File: src/rtl/mem_req_unit.sv
// mem_req_unit: load/store bus request unit; ports: ex_*/is_*/size/addr/wdata op in, da_* lane-enabled bus, ld_* extended load out, busy stall, ale alignment-error pulse
module mem_req_unit #(
  parameter int DATA_W = 32,
  parameter int ADDR_W = 32
) (
  input  logic                  clk,
  input  logic                  rst,
  input  logic                  ex_valid,
  input  logic                  is_load,
  input  logic                  is_store,
  input  logic [1:0]            size,
  input  logic                  sign_ext,
  input  logic [ADDR_W-1:0]     addr,
  input  logic [DATA_W-1:0]     wdata,
  output logic [DATA_W/8-1:0]   da_ren,
  output logic [DATA_W/8-1:0]   da_wen,
  output logic [ADDR_W-1:0]     da_addr,
  output logic [DATA_W-1:0]     da_wdata,
  input  logic                  da_ready,
  input  logic                  da_rvalid,
  input  logic [DATA_W-1:0]     da_rdata,
  output logic                  ld_valid,
  output logic [DATA_W-1:0]     ld_data,
  output logic                  busy,
  output logic                  ale
);
  localparam int NB = DATA_W / 8;
  localparam int OW = $clog2(NB);
  typedef enum logic [1:0] {IDLE, REQ, WAIT} state_e;
  state_e state_q;
  logic [1:0] size_q;
  logic sext_q;
  logic [OW-1:0] off_q;
  logic [NB-1:0] da_ren_q, da_wen_q, base, mask_d;
  logic [ADDR_W-1:0] da_addr_q;
  logic [DATA_W-1:0] da_wdata_q, ld_data_q, wdata_d, sh, keep, ld_data_d;
  logic ld_valid_q, ale_q, mis, sgn;
  always_comb begin
    base = size == 2'd0 ? NB'(1) : size == 2'd1 ? NB'(3) : size == 2'd2 ? NB'(15) : '1;
    mask_d = base << addr[OW-1:0];
    mis = int'(size) > OW || (addr[OW-1:0] & ((OW'(1) << size) - OW'(1))) != '0;
    wdata_d = size == 2'd0 ? {NB{wdata[7:0]}} : size == 2'd1 ? {(NB/2){wdata[15:0]}} :
              size == 2'd2 ? {(NB/4){wdata[31:0]}} : wdata;
    sh = da_rdata >> {off_q, 3'b000};
    keep = size_q == 2'd0 ? DATA_W'(8'hFF) : size_q == 2'd1 ? DATA_W'(16'hFFFF) :
           size_q == 2'd2 ? DATA_W'(32'hFFFF_FFFF) : '1;
    sgn = sext_q & (size_q == 2'd0 ? sh[7] : size_q == 2'd1 ? sh[15] : size_q == 2'd2 ? sh[31] : sh[DATA_W-1]);
    ld_data_d = (sh & keep) | (sgn ? ~keep : '0);
  end
  always_ff @(posedge clk) begin
    if (rst) begin
      state_q    <= IDLE;
      size_q     <= '0;
      sext_q     <= 1'b0;
      off_q      <= '0;
      da_ren_q   <= '0;
      da_wen_q   <= '0;
      da_addr_q  <= '0;
      da_wdata_q <= '0;
      ld_valid_q <= 1'b0;
      ld_data_q  <= '0;
      ale_q      <= 1'b0;
    end else begin
      ale_q      <= 1'b0;
      ld_valid_q <= 1'b0;
      case (state_q)
        IDLE: if (ex_valid && (is_load || is_store)) begin
          if (mis) ale_q <= 1'b1;
          else begin
            state_q    <= REQ;
            da_ren_q   <= is_store ? '0 : mask_d;
            da_wen_q   <= is_store ? mask_d : '0;
            da_addr_q  <= {addr[ADDR_W-1:OW], OW'(0)};
            da_wdata_q <= wdata_d;
            size_q     <= size;
            sext_q     <= sign_ext;
            off_q      <= addr[OW-1:0];
          end
        end
        REQ: if (da_ready) begin
          state_q  <= |da_wen_q ? IDLE : WAIT;
          da_ren_q <= '0;
          da_wen_q <= '0;
        end
        WAIT: if (da_rvalid) begin
          state_q    <= IDLE;
          ld_valid_q <= 1'b1;
          ld_data_q  <= ld_data_d;
        end
        default: state_q <= IDLE;
      endcase
    end
  end
  assign da_ren   = da_ren_q;
  assign da_wen   = da_wen_q;
  assign da_addr  = da_addr_q;
  assign da_wdata = da_wdata_q;
  assign ld_valid = ld_valid_q;
  assign ld_data  = ld_data_q;
  assign ale      = ale_q;
  assign busy     = state_q != IDLE;
endmodule

File: config.mk
export PLATFORM = sky130hd
export DESIGN_NAME = mem_req_unit
export DESIGN_NICKNAME = d
export VERILOG_FILES = /design/src/rtl/mem_req_unit.sv
export SDC_FILE = /design/constraint.sdc
export NUM_CORES = 1
export LEC_CHECK = 0
export BUFFER_PORTS_ARGS = -buffer_cell sky130_fd_sc_hd__buf_2
export CORE_ASPECT_RATIO = 0.9
export CORE_MARGIN = 2
export CORE_UTILIZATION = 51
export DETAILED_ROUTE_END_ITERATION = 7
export GPL_TIMING_DRIVEN = 0
export PLACE_DENSITY_LB_ADDON = 0.25
export RECOVER_POWER = 50
export SLEW_MARGIN = 20
export SYNTH_ARGS = -nofsm -noshare
export SYNTH_HDL_FRONTEND = slang
export SYNTH_SLANG_ARGS = --single-unit
export TNS_END_PERCENT = 5
File: constraint.sdc
create_clock -name clk -period 4.35 [get_ports clk]
set_clock_uncertainty 0.1 [all_clocks]
set_input_delay 0.2175 -clock clk [delete_from_list [all_inputs] [get_ports clk]]
set_output_delay 0.2175 -clock clk [all_outputs]
set_load 0.01 [all_outputs]
# Yosys cells after proc, flatten, opt, wreduce, memory -nomap -nowiden
# Index checks and enable logic that the tools add are counted.
[word_totals]
inputBits = 106
word_cells = 75
output_inout_bits = 107
regBits = 111
[op_classes]
n_bitwise = 9
add_sub_neg = 1
n_shift = 3
mux = 26
reduce_logical = 16
eq_ne = 8
order_cmp = 1
[ops]
columns = ["operator", "count"]
rows = [
  ["$mux 32", 5],
  ["$mux 4", 9],
  ["$and 32x32->32", 1],
  ["$not 32->32", 1],
  ["$or 32x32->32", 1],
  ["$shr 32x5->32", 1],
  ["$pmux 4 s2", 2],
  ["$mux 2", 5],
  ["$ne 2x2->1 const B", 4],
  ["$reduce_and 4->1", 2],
  ["$eq 2x1->1 const B", 3],
  ["$logic_not 2->1", 3],
  ["$pmux 2 s3", 1],
  ["$reduce_bool 2->1", 3],
  ["$mux 1", 4],
  ["$not 1->1", 4],
  ["$reduce_or 4->1", 1],
  ["$shl 4x2->4", 1],
  ["$reduce_and 3->1", 1],
  ["$reduce_or 3->1", 1],
  ["$and 2x2->2", 1],
  ["$eq 2x2->1 const B", 1],
  ["$gt 2x2->1 const B", 1],
  ["$logic_or 1x1->1", 2],
  ["6 further kinds", 6],
]

# Depth between registers and ports, before layout
# Gate-level depths: netlist (run 1).
[depth]
depth_word = 8
depth_mapped = 11
mapped_depth_nobuf = 7

# Worst setup path after synthesis (run 1)
# Ideal clock, no wire load.
[synth_path]
path_type = "input-to-reg"
startpoint = "in size[1]"
endpoint = "reg da_addr_q[29], in the netlist da_addr[29]"
path_buffers = 4
setup_time_ns = 0.132
slack_ns = 1.677
arrival_ns = 2.440
required_time_ns = 4.118
stages = 11
path_cell_list = "buf_2 -> nor2_1 -> clkinv_1 -> ha_1 -> nor2b_1 -> or4_1 -> buf_2 -> buf_6 -> buf_6 -> nand2_1 -> a21oi_1"
[synth_via]
elab_chain_len = 7
word_cells_on_any_way = 8
classes_between = "1 x add/sub; 1 x order compare; 1 x shift; 2 x bitwise; 3 x reduce/logical"
[synth_rtl]
columns = ["element", "line_no", "source"]
rows = [
  ["from (decl)", "11", "input logic [1:0] size,"],
  ["$shl 1x2->2", "41", "mis = int'(size) > OW || (addr[OW-1:0] & ((OW'(1) << size) - OW'(1))) != '0;"],
  ["$sub 2x1->2", "41", ""],
  ["$and 2x2->2", "41", ""],
  ["$reduce_bool 2->1", "41", ""],
  ["$logic_or 1x1->1 (*)", "41", ""],
  ["$not 1->1 (no line) (*)", "--", ""],
  ["$reduce_and 3->1 (no line) (*)", "--", ""],
  ["to (signal assigned)", "73", "da_addr_q <= {addr[ADDR_W-1:OW], OW'(0)};"],
  ["to (decl)", "35", "logic [ADDR_W-1:0] da_addr_q;"],
]
# Every way passes the cells marked *; elsewhere a longest branch is shown, timed or not.
# A chain may end at the register's enable or synchronous reset.

# Final worst setup path (run 1)
[layout_path]
startpoint = "in size[1]"
endpoint = "reg size_q[0]"
[layout_via]
elab_chain_len = 7
word_cells_on_any_way = 8
classes_between = "1 x add/sub; 1 x order compare; 1 x shift; 2 x bitwise; 3 x reduce/logical"
[layout_rtl]
columns = ["element", "line_no", "source"]
rows = [
  ["$shl 1x2->2", "41", ""],
  ["$sub 2x1->2", "41", ""],
  ["$and 2x2->2", "41", ""],
  ["$reduce_bool 2->1", "41", ""],
  ["$logic_or 1x1->1 (*)", "41", ""],
  ["$not 1->1 (no line) (*)", "--", ""],
  ["$reduce_and 3->1 (no line) (*)", "--", ""],
  ["to (signal assigned)", "75", "size_q <= size;"],
  ["to (decl)", "31", "logic [1:0] size_q;"],
]
# Marked as above.

==> flow_summary.toml, run 1 <==
[outcome]
status = "finished, final reports clean"

[setup_path]
cp_data_arrival_time_ps = 3200
cp_slowest_cell = "nor2_1"
path_delay_family = "simple AND/OR/NAND/NOR gates"
crit_path_start_kind = "input pin"
cp-end-kind = "register"
reg2reg_slack_ps = 1930
critical_path_class = "input pin to register"
cpMostUsedCell = "buf_2"
cp.buffers_inverters = 5
required_ps = 4470
crit_fanout = 10
slowest_delay_ps = 540
cp_cell_sequence = "buf_2, buf_2, nor2_1, clkinv_1, ha_1, nor2b_1, or4_1, buf_2, clkbuf_1, nand2_1, a21oi_1"

[sta]
fin_crit_ps = 3090
min_period_over_period_pct = 70.9
finalSetupViolations = 0
worstMarginPinSlew_ps = 1060
maxSlewHeadroom_pct = 28.7
max_freq_mhz = 324
finalHoldViolations = 0
slew_violations = 0
finalSetupTns_ps = 0
rsz0062_at_grt = "false"

[routing]
drt_iter0_drc = 275
vias_per_cell = 5.46
dr.pass1.iters = 5
routed_wl_um = 15600
wl_per_cell_um = 15.8
ant_nets = 0
route.detailed.drc = 0
vias = 5362

[layout]
final_nets = 962
drive_gt1_share_pct = 17.9
antenna_cells = 0
areaGrowthSynthToFinish_pct = 32.0
fin_util_pct = 69.7

[global_route]
gr-total-overflow = 0
grt_antenna_before_repair = 0
grt_max_degree = 18
first_global_vias = 5018
grt_usage_pct = 29.7
grt_pass1_wl_um = 24300

[logic_synthesis]
synth_most_common_cell = "nand2_1"
yosysWarnings = 0
synthArstFlopShare_pct = 0
yosys-top-cells-count = "nand2_1, dfxtp_1, a21oi_1"
yosys_most_used_dff = "dfxtp_1"
synth-seq-cells = 111
yosysSeqAreaShare_pct = 45.9
syn_area_per_cell_um2 = 8.01
ys_types = 40
synth_edf_count = 0
synthTopCellsByArea = "dfxtp_1, nand2_1, a21oi_1"
synth_area_um2 = 4840
synth_top_area_share_pct = 45.9
netlist_instances = 604
synth_largest_area_cell = "dfxtp_1"

[clocking]
ctsHoldBuffers = 30
cts.sinks = 111
cts.htree.levels = 3
path_clk_slew_ps = 100
clock_latency_ps = 350
numCtsBuffers = 9
cts_setup_buffers = 0
cts_tree = "yes"
clockBufferDepth = 2
root_buffer = "clkbuf_8"
cts_resized = 0

[placed_design]
post-dp-hpwl_um = 11300
place.gp.congestion = 0.912
io_buffers = 209

[floorplan]
initial_core_util_pct = 52.8
io_pins = 213
fp.dieH_um = 96.4
rows = 33
die_area_um2 = 10300
core-area_um2 = 9170
die_w_um = 107

[worst_hold_path]
hold_path_class = "input pin to register"

[job]
drv_cap = 0

[power]
power_per_cell_area_nw_per_um2 = 309
total_power_mw = 1.98
vdd_drop_max_uv = 218
p_leak_nw = 2.37
[power by group]
part	internal, mW	switching [mW]
sequential	1.05	0.0212
combinational	0.140	0.195
clock	0.226	0.340
total	1.42	0.556
[area by class of cell]
| class | instances | area, µm² |
|---|---|---|
| Clock inverter | 4 | 31.3 |
| Inverter | 3 | 11.3 |
| Sequential cell | 111 | 2220 |
| Tap cell | 122 | 153 |
| Timing Repair Buffer | 239 | 1210 |
| Fill cell | 819 | 2780 |
| Clock buffer | 12 | 145 |
| Buffer | 49 | 224 |
| Multi-Input combinational cell | 442 | 2380 |
[worst paths after layout]
kind / start / end / cells past startpoint
hold / removal: da_rdata[27] / ld_data[27]$_SDFFE_PP0P_ / 3
hold reg to reg: da_wdata[2]$_SDFFE_PP0P_ / da_wdata[2]$_SDFFE_PP0P_ / 2
setup / recovery: size[1] / size_q[0]$_SDFFE_PP0P_ / 11
setup reg to reg: off_q[1]$_SDFFE_PP0P_ / ld_data[23]$_SDFFE_PP0P_ / 6
[sequential cells by signal (all words and copies together) (netlist names)]
| name | flops |
|---|---|
| ale | 1 |
| da_addr | 30 |
| da_ren | 4 |
| da_wdata | 32 |
| da_wen | 4 |
| ld_data | 32 |
| ld_valid | 1 |
| off_q | 2 |
| sext_q | 1 |
| size_q | 2 |
| state_q | 2 |
[layer usage]
| metal | GRT usage [%] | up-vias | wire length, µm |
|---|---|---|---|
| met5 | 0 | - | 0 |
| met4 | 8.23 | 0 | 274 |
| met3 | 6.30 | 23 | 1320 |
| met2 | 49.0 | 247 | 7240 |
| met1 | 39.8 | 2515 | 6730 |
| li1 | - | 2577 | - |
[per-stage QoR]
| stage | setup slack [ps] | std cells | area [µm²] | hold WS [ps] |
|---|---|---|---|---|
| after floorplan | 1680 | 605 | 4840 | 253 |
| after global placement | 966 | 936 | 6040 | 339 |
| after detailed placement | 953 | 936 | 6040 | 345 |
| after CTS | 1320 | 982 | 6520 | 5.00 |
| after global routing | 1010 | 982 | 6390 | 9.03 |
| final | 1260 | 982 | 6390 | 18.7 |
[logic make-up (layout without fill, tap and decap cells)]
family / Yosys count / count (layout) / share of synthesized area (%)
adders and majority gates: 2 / 2 / 0.491
DFF: 111 / 111 / 45.9
muxes: 42 / 42 / 9.08
buffers and inverters: 52 / 307 / 4.86
AOI/OAI and AO/OA: 139 / 139 / 17.1
other: 1 / 2 / 0.0775
xor gates and xnor gates: 1 / 1 / 0.181
and+or+nand+nor: 256 / 256 / 22.3
[placed cells by master, fill, tap and decap left out, types with 3 or more instances in the layout]
cell type / count
nand3_1: 12
nand2b_1: 4
a211oi_1: 24
o21ai_0: 16
nand3b_1: 9
dfxtp_1: 111
nor2_1: 53
nand2_1: 159
a31oi_1: 3
buf_1: 4
clkbuf_1: 134
a311oi_1: 8
nand4_1: 3
clkbuf_8: 10
nor3_1: 3
buf_2: 118
o22ai_1: 9
nor4_1: 3
a21oi_1: 68
dlygate4sd3_1: 30
o211ai_1: 7
mux2_2: 15
mux2i_1: 27
clkinvlp_4: 3
[worst reg2reg max path, stage by stage, from the launching register on]
cell      delay (ps)
dfxtp_1          350
buf_2            230
mux2i_1          310
o221ai_1         180
a31oi_1          660
buf_2            360
a211oi_1         110
No activity file was read; power rests on OpenSTA's default activity.
==> run 2: changes to the inputs <==
- CORE_UTILIZATION: 51 -> 43
- clock period: 4.35 -> 2.6 ns (I/O delays scaled with it)
==> run 2 against run 1 <==
  * Global-route usage decreased by 2.9 points
  * Hold slack improved by 7.4 ps
  * First-iteration DRC count rose by 5.8%
  * Die area rose by 18%
  * Clock-buffer cell count fell by 3
  * Register-to-register slack worse by 1600 ps
  * Clock power grew to 2.5 times the previous value
  * Sequential power rose by 68%
  * Setup slack worse by 1000 ps
  * Power grew 94%
  * Critical path type unchanged
  * Flip-flop and latch count is the same
  * Combinational power is 79% higher
  * Largest power group unchanged
==> flow_summary.toml, run 2 (same netlist as run 1, synthesis figures left out) <==
[global_route]
grt_max_degree = 20
grt_use_met3_pct = 7.71
first_global_vias = 5413
grt_usage_pct = 26.8
gr-total-overflow = 0
met1_usage_pct = 34.1
use_met2_pct = 42.6
grt_pass1_wl_um = 25900
grt_antenna_before_repair = 1
grt_busiest_layer = "met2"

[floorplan]
die_w_um = 116
fp.dieH_um = 105
die_area_um2 = 12100
io_pins = 213
rows = 36
initial_core_util_pct = 44.4
core-area_um2 = 10900

[sta]
worstMarginPinSlew_ps = 842
fin_crit_ps = 2380
min_period_over_period_pct = 91.5
slew_violations = 0
finalSetupTns_ps = 0
maxSlewHeadroom_pct = 43.4
worst_slack_ps = 221
max_freq_mhz = 420
rsz0062_at_grt = "false"
finalSetupViolations = 0
finalHoldViolations = 0

[worst_hold_path]
hold_path_class = "input pin to register"
hp-start = "wdata[16]"

[routing]
drt_iter0_drc = 291
route.detailed.drc = 0
vias = 5523
wl_per_cell_um = 16.0
dr.pass1.iters = 5
routed_wl_um = 16600
vias_per_cell = 5.31
ant_nets = 0

[layout]
areaGrowthSynthToFinish_pct = 41.5
final_cell_mix = "nand2_1, clkbuf_1, buf_2"
drive_gt1_share_pct = 17.9
fillCellCount = 1030
antenna_cells = 0
finalNonFillerCells = 1040
final_common_cell = "nand2_1"
final_nets = 990

[clocking]
clock_latency_ps = 350
cts_tree = "yes"
clockBufferDepth = 2
path_clk_slew_ps = 70
cts.sinks = 111
cts.htree.levels = 3
root_buffer = "clkbuf_16"
numCtsBuffers = 9

[placed_design]
dp_cells = 966
place.gp.congestion = 0.938
io_buffers = 209
post-dp-hpwl_um = 11700
dp_slack_ps = -716

[power]
vdd_drop_max_uv = 599
p_leak_nw = 2.56
power_per_cell_area_nw_per_um2 = 559
total_power_mw = 3.82

[setup_path]
crit_fanout = 10
critical_path_class = "input pin to register"
reg2reg_slack_ps = 320
cp_data_arrival_time_ps = 2510
cp-end-kind = "register"
r2r-start = "off_q[1]$_SDFFE_PP0P_"
critPathLaunch = "size[0]"
required_ps = 2730
crit_path_start_kind = "input pin"

[outcome]
status = "finished, final reports clean"

[job]
drv_cap = 0
## run 2: what timing repair did
item	in CTS	in global routing
hold endpoints to repair	62	0
hold buffers	58	0
endpoints found under the setup margin	76	70
setup buffers	0	0
pin swaps	0	0
gates resized for setup	2	1
## run 2: worst max-delay path: stages
cell and delay [ps]:
buf_2 130, buf_1 580, nand2b_1 130, ha_1 300
nor2b_1 60, or4_1 520, buf_2 180, clkbuf_1 260
nand2_1 150, a21oi_1 70
## run 2: final cells by class
cell class | instances | area, µm² | area share, %
tap | 152 | 190 | 2.78
multi-input combinational | 442 | 2400 | 35.0
timing repair buffer | 267 | 1500 | 21.8
clock inverter | 7 | 81.3 | 1.19
inverter | 3 | 12.5 | 0.183
sequential | 111 | 2220 | 32.5
clock buffer | 9 | 225 | 3.29
buffer | 49 | 224 | 3.27
## run 2: where the power goes
| group | switching (mW) | internal, mW | leakage, nW |
|---|---|---|---|
| Clock | 0.670 | 0.760 | 0.147 |
| Combinational | 0.335 | 0.263 | 1.51 |
| Sequential | 0.0354 | 1.76 | 0.900 |
## run 2: final timing paths
check,to,depth (start not counted)
max reg2reg,ld_data[21]$_SDFFE_PP0P_,6
min reg2reg,ld_data[7]$_SDFFE_PP0P_,2
max,da_wdata[28]$_SDFFE_PP0P_,10
min,da_wdata[16]$_SDFFE_PP0P_,3
## run 2: through the flow
| stage | hold WS [ps] | area, µm² | util, % |
|---|---|---|---|
| after floorplan | 166 | 4840 | - |
| after global placement | 270 | 6080 | 55.8 |
| after detailed placement | 279 | 6080 | 55.8 |
| after CTS | 13.5 | 6970 | 63.9 |
| after global routing | 32.9 | 6850 | 62.8 |
| final | 26.1 | 6850 | 62.8 |
## run 2: routing by layer
layer  vias to the layer above  share of wire [%]  wire [µm]
li1                       2638                  -          -
met2                       273                 45       7480
met5                         -                  0          0
met3                        47                8.4       1400
met4                         0                3.2        536
met1                      2565                 43       7180
